--- src/rtl/mem_port_arbiter.sv ---
// Purpose : arbitrates a fetch port and a data port onto one shared memory port.
// Latency : request seen in IDLE at cycle 0, mem_req at cycle 1, ack one cycle after mem_ready.
// Backpressure: stall_if/stall_mem hold the pipeline until the owner's ack; a wait-cycle budget aborts stuck accesses.
//
// Ports:
//   clk, reset               rising-edge clock, asynchronous active-low reset
//   if_req/if_addr           fetch request and byte address
//   if_rdata/if_ack          fetched word and one-cycle completion
//   dm_req/dm_we/dm_addr/dm_wdata   data request, write enable, address, store data
//   dm_rdata/dm_ack          load data and one-cycle completion
//   mem_req/mem_we/mem_addr/mem_wdata/mem_rdata/mem_ready   shared memory port
//   stall_if/stall_mem       pipeline freeze requests
//   err                      sticky timeout flag
module mem_port_arbiter #(
   parameter int MAX_WAIT = 15
) (
   input  logic        clk,
   input  logic        reset,
   input  logic        if_req,
   input  logic [31:0] if_addr,
   output logic [31:0] if_rdata,
   output logic        if_ack,
   input  logic        dm_req,
   input  logic        dm_we,
   input  logic [31:0] dm_addr,
   input  logic [31:0] dm_wdata,
   output logic [31:0] dm_rdata,
   output logic        dm_ack,
   output logic        mem_req,
   output logic        mem_we,
   output logic [31:0] mem_addr,
   output logic [31:0] mem_wdata,
   input  logic [31:0] mem_rdata,
   input  logic        mem_ready,
   output logic        stall_if,
   output logic        stall_mem,
   output logic        err
);

   localparam int WW = (MAX_WAIT < 2) ? 1 : $clog2(MAX_WAIT + 1);

   typedef enum logic [1:0] {
      IDLE  = 2'd0,
      FETCH = 2'd1,
      DATA  = 2'd2
   } state_t;

   state_t        r_state;
   logic [WW-1:0] r_wait;
   logic          r_prev_data;   // 1 when the last grant went to the data port
   logic          r_mem_req;
   logic          r_mem_we;
   logic [31:0]   r_mem_addr;
   logic [31:0]   r_mem_wdata;
   logic [31:0]   r_if_rdata;
   logic [31:0]   r_dm_rdata;
   logic          r_if_ack;
   logic          r_dm_ack;
   logic          r_err;

   logic          w_turnaround;
   logic          w_grant_data;
   logic          w_grant_fetch;
   logic          w_timeout;
   logic          w_done;
   logic [31:0]   w_rdata;

   // An ack cycle is a dead cycle for arbitration, so a requester that still
   // holds req during its own ack is not granted a second time by mistake.
   assign w_turnaround  = r_if_ack | r_dm_ack;
   // Data wins ties unless it won the previous grant.
   assign w_grant_data  = ~w_turnaround & dm_req & ~(if_req & r_prev_data);
   assign w_grant_fetch = ~w_turnaround & if_req & ~w_grant_data;

   // This cycle would be the MAX_WAIT-th wait cycle: abort at its closing edge.
   assign w_timeout = ~mem_ready & (r_wait == WW'(MAX_WAIT - 1));
   assign w_done    = mem_ready | w_timeout;
   assign w_rdata   = mem_ready ? mem_rdata : 32'h0;

   always_ff @(posedge clk or negedge reset) begin
      if (!reset) begin
         r_state     <= IDLE;
         r_wait      <= '0;
         r_prev_data <= 1'b0;
         r_mem_req   <= 1'b0;
         r_mem_we    <= 1'b0;
         r_mem_addr  <= 32'h0;
         r_mem_wdata <= 32'h0;
         r_if_rdata  <= 32'h0;
         r_dm_rdata  <= 32'h0;
         r_if_ack    <= 1'b0;
         r_dm_ack    <= 1'b0;
         r_err       <= 1'b0;
      end else begin
         r_if_ack <= 1'b0;
         r_dm_ack <= 1'b0;
         case (r_state)
            IDLE: begin
               if (w_grant_data) begin
                  r_state     <= DATA;
                  r_mem_req   <= 1'b1;
                  r_mem_we    <= dm_we;
                  r_mem_addr  <= dm_addr;
                  r_mem_wdata <= dm_wdata;
                  r_prev_data <= 1'b1;
                  r_wait      <= '0;
               end else if (w_grant_fetch) begin
                  r_state     <= FETCH;
                  r_mem_req   <= 1'b1;
                  r_mem_we    <= 1'b0;
                  r_mem_addr  <= if_addr;
                  r_prev_data <= 1'b0;
                  r_wait      <= '0;
               end
            end
            FETCH: begin
               if (w_done) begin
                  r_state    <= IDLE;
                  r_mem_req  <= 1'b0;
                  r_mem_we   <= 1'b0;
                  r_if_rdata <= w_rdata;
                  r_if_ack   <= 1'b1;
                  if (!mem_ready) r_err <= 1'b1;
               end else begin
                  r_wait <= r_wait + WW'(1);
               end
            end
            DATA: begin
               if (w_done) begin
                  r_state   <= IDLE;
                  r_mem_req <= 1'b0;
                  r_mem_we  <= 1'b0;
                  r_dm_ack  <= 1'b1;
                  // A completed store leaves load data alone; an abort always returns zero.
                  if (!(mem_ready && r_mem_we)) r_dm_rdata <= w_rdata;
                  if (!mem_ready) r_err <= 1'b1;
               end else begin
                  r_wait <= r_wait + WW'(1);
               end
            end
            default: r_state <= IDLE;
         endcase
      end
   end

   assign mem_req   = r_mem_req;
   assign mem_we    = r_mem_we;
   assign mem_addr  = r_mem_addr;
   assign mem_wdata = r_mem_wdata;
   assign if_rdata  = r_if_rdata;
   assign dm_rdata  = r_dm_rdata;
   assign if_ack    = r_if_ack;
   assign dm_ack    = r_dm_ack;
   assign err       = r_err;

   assign stall_mem = dm_req & ~r_dm_ack;
   assign stall_if  = (if_req & ~r_if_ack) | stall_mem;

endmodule

--- config.mk ---
export PLATFORM = sky130hd
export DESIGN_NAME = mem_port_arbiter
export DESIGN_NICKNAME = d
export VERILOG_FILES = /design/src/rtl/mem_port_arbiter.sv
export SDC_FILE = /design/constraint.sdc
export NUM_CORES = 1
export LEC_CHECK = 0
export ABC_CLOCK_PERIOD_IN_PS = 3400
export CELL_PAD_IN_SITES_DETAIL_PLACEMENT = 0
export CELL_PAD_IN_SITES_GLOBAL_PLACEMENT = 1
export CORE_MARGIN = 5
export CORE_UTILIZATION = 34
export DETAILED_ROUTE_END_ITERATION = 16
export PLACE_DENSITY = 0.95
export SETUP_SLACK_MARGIN = 0.2
export SYNTH_ARGS = -nofsm -noshare
export SYNTH_HDL_FRONTEND = slang
export SYNTH_SLANG_ARGS = --single-unit
--- constraint.sdc ---
create_clock -name clk -period 3.4 [get_ports clk]
set_input_delay 0.68 -clock clk [delete_from_list [all_inputs] [get_ports clk]]
set_output_delay 0.68 -clock clk [all_outputs]
set_load 0.02 [all_outputs]
==> results.json <==
{
  "dieArea_sq_um": 19510,
  "fmax_ghz": 0.3512,
  "muxShareOfSynthArea_pct": 8.142,
  "vias_per_cell": 4.929,
  "tns_ns": 0,
  "gr-usage-met3_pct": 6.244,
  "maxSlewHeadroom_pct": 52.84,
  "met2_usage_pct": 28.52,
  "synth_seq_area_share_pct": 61.28,
  "use_met1_pct": 22.09,
  "fillers": 1419,
  "drv_slew": 0,
  "synth_edf_count": 0,
  "fp.coreArea_sq_um": 16520,
  "cp_max_fo": 4,
  "synth_xor_area_share_pct": 0,
  "drive_gt1_share_pct": 11.16,
  "clkTransAtPathRegs_ns": 0.06,
  "tightest_slew_ns": 0.7074,
  "hp-class": "in2async",
  "gp_congestion": 0.8556,
  "ys_ff_latch": 140,
  "synth_top_area_share_pct": 61.28,
  "insertion_delay_ns": 0.41,
  "grt_pass1_vias": 4962,
  "period_minus_slack_ns": 2.848,
  "antenna_cells": 0,
  "cts_setup_buffers": 0,
  "crit_required_ns": 2.72,
  "grt_pass1_wl_microns": 27430,
  "start_util_pct": 34.60,
  "timing_hold_violations_final": 0,
  "grt_max_degree": 61,
  "ys.flop_type": "dfrtp_1",
  "num_rows": 47,
  "power_density_nw_per_um2": 1026,
  "cts_tree": "done",
  "rr_endpoint": "mem_wdata[15]$_DFFE_PN0P_",
  "postCtsResizedCells": 0,
  "synth-compound-area-share_pct": 17.84,
  "gr-total-overflow": 0,
  "wl_per_cell_microns": 17.93,
  "synth-warning-count": 0,
  "ff2ff_path_depth": 5,
  "die_y_microns": 139.7,
  "netlist_area_sq_um": 5717,
  "rsz0062_at_grt": "no",
  "grt_usage_pct": 17.60,
  "final_cell_mix": "clkdlybuf4s50_1, dfrtp_1, a21oi_1",
  "drc": 0,
  "r2r_setup_slack_ns": 1.04,
  "yosys.area_share.simple_pct": 8.076,
  "cts_hold_buf": 0,
  "routed_wl_microns": 17280,
  "status": "completed",
  "antenna_found_initial": 0,
  "synth_nets": 603,
  "clock_path_buffers": 2,
  "grt_most_used_layer": "met2",
  "total_power_uw": 9481,
  "dr.pass1.iters": 4,
  "syn_avg_cell_area_sq_um": 12.32,
  "synth_top_family_by_area": "compound AO/OA/AOI/OAI gates",
  "ys_top_cells_by_area": "dfrtp_1, a22o_1, mux2_4, a21oi_1, nand2_1",
  "htreeDepth": 4,
  "critPathLaunchType": "input port",
  "critPathCaptureType": "output port",
  "synth_top_cell_by_area": "dfrtp_1",
  "drv_cap": 0,
  "final_net_count": 871,
  "skew_ns": 0.009812,
  "root_buffer": "clkbuf_16",
  "areaGrowthSynthToFinish_pct": 61.63,
  "async_flop_share_pct": 100.0,
  "yosys.area_share.adder_pct": 1.094,
  "peakVddDrop_v": 0.0004561,
  "dp.final_hpwl_microns": 12220,
  "io_pins": 269,
  "final_common_cell": "clkdlybuf4s50_1",
  "r2r_start": "r_state[0]$_DFFE_PN0P_",
  "die_width_microns": 139.7,
  "finalCritPeriodShare_pct": 83.75,
  "setup_viol": 0,
  "path_class": "in2out",
  "arrival_ns": 2.17,
  "leakage_uw": 0.004087,
  "cts_sinks": 140,
  "cts_buffers": 17,
  "vias": 4752,
  "drt_iter0_drc": 186,
  "syn-instance-count": 464,
  "yosys.cell_types.count": 35,
  "ant_nets": 0,
  "io_buffer_count": 268
}
==> routing by layer <==
| metal | part of all wire (%) | vias to the layer above |
|---|---|---|
| met5 | 0 | - |
| met4 | 1.5 | 0 |
| met1 | 41 | 2299 |
| met3 | 9.1 | 23 |
| met2 | 48 | 231 |
| li1 | - | 2199 |
==> synthesized netlist by cell type, types with 3 or more instances <==
master    number
a21oi_1       69
a22o_1        65
buf_2         10
buf_4          4
buf_6          3
clkbuf_1      14
dfrtp_1      140
ha_1           5
inv_1         10
mux2_2         4
mux2_4        28
nand2_1       40
nand3_1        9
nand4_1        3
nor2_1        36
==> how the worst max path moves through the flow <==
| stage | start | slack, ns | to | depth (start not counted) |
|---|---|---|---|---|
| after floorplan | if_req | 1.53 | stall_if | 2 |
| after global routing | dm_req | 0.50 | stall_if | 4 |
| after CTS | dm_req | 0.55 | stall_if | 4 |
| after global placement | dm_req | 0.58 | stall_if | 4 |
| after detailed placement | dm_req | 0.55 | stall_if | 4 |
| final | dm_req | 0.55 | stall_if | 4 |
==> critical path, cell delays in order <==
cell and delay [ns]:
clkdlybuf4s50_1 0.59, nand2b_1 0.16, o21ai_0 0.10, clkdlybuf4s50_1 0.63
==> metrics by stage <==
| step | hold slack, ns | util [%] | instances | area, sq um | worst slack (ns) |
|---|---|---|---|---|---|
| CTS | 0.2103 | 55.92 | 964 | 9240 | 0.5523 |
| detailed placement | 0.4786 | 52.19 | 933 | 8625 | 0.5523 |
| global route | 0.2333 | 55.92 | 964 | 9240 | 0.4971 |
| floorplan | 0.3844 | - | 464 | 5717 | 1.533 |
| global placement | 0.4768 | 52.19 | 933 | 8625 | 0.5782 |
| finish | 0.2065 | 55.92 | 964 | 9240 | 0.5524 |
==> registers in the layout, summed over array words and instances, names as in the netlist, 2 cells and up <==
name	flops
mem_addr	32
r_state	2
mem_wdata	32
if_rdata	32
dm_rdata	32
r_wait	4
==> logic make-up (layout without fill, tap and decap cells) <==
kind of cell               after synthesis  count (layout)
muxes                                   32              32
and+or+nand+nor                        100             100
buffers and inverters                   41             321
AOI/OAI and AO/OA                      146             146
adders and majority gates                5               5
DFF                                    140             140
==> power by group <==
| group | switching [uW] | total [uW] | leakage [uW] | internal, uW |
|---|---|---|---|---|
| Combinational | 2280 | 4630 | 0.00210 | 2340 |
| Clock | 690 | 1930 | 0.000300 | 1240 |
| Sequential | 466 | 2920 | 0.00169 | 2460 |
==> layout make-up <==
cell class / count / area, sq um / share of cell area [%]
clock buffers: 20 / 446.7 / 4.834
clock inverters: 11 / 168.9 / 1.828
inverters: 10 / 37.54 / 0.4062
multi-input cells: 283 / 2022 / 21.88
flip-flops and latches: 140 / 3503 / 37.91
well taps: 220 / 275.3 / 2.979
repair buffers: 280 / 2786 / 30.16
(Power assumes the default switching activity.)
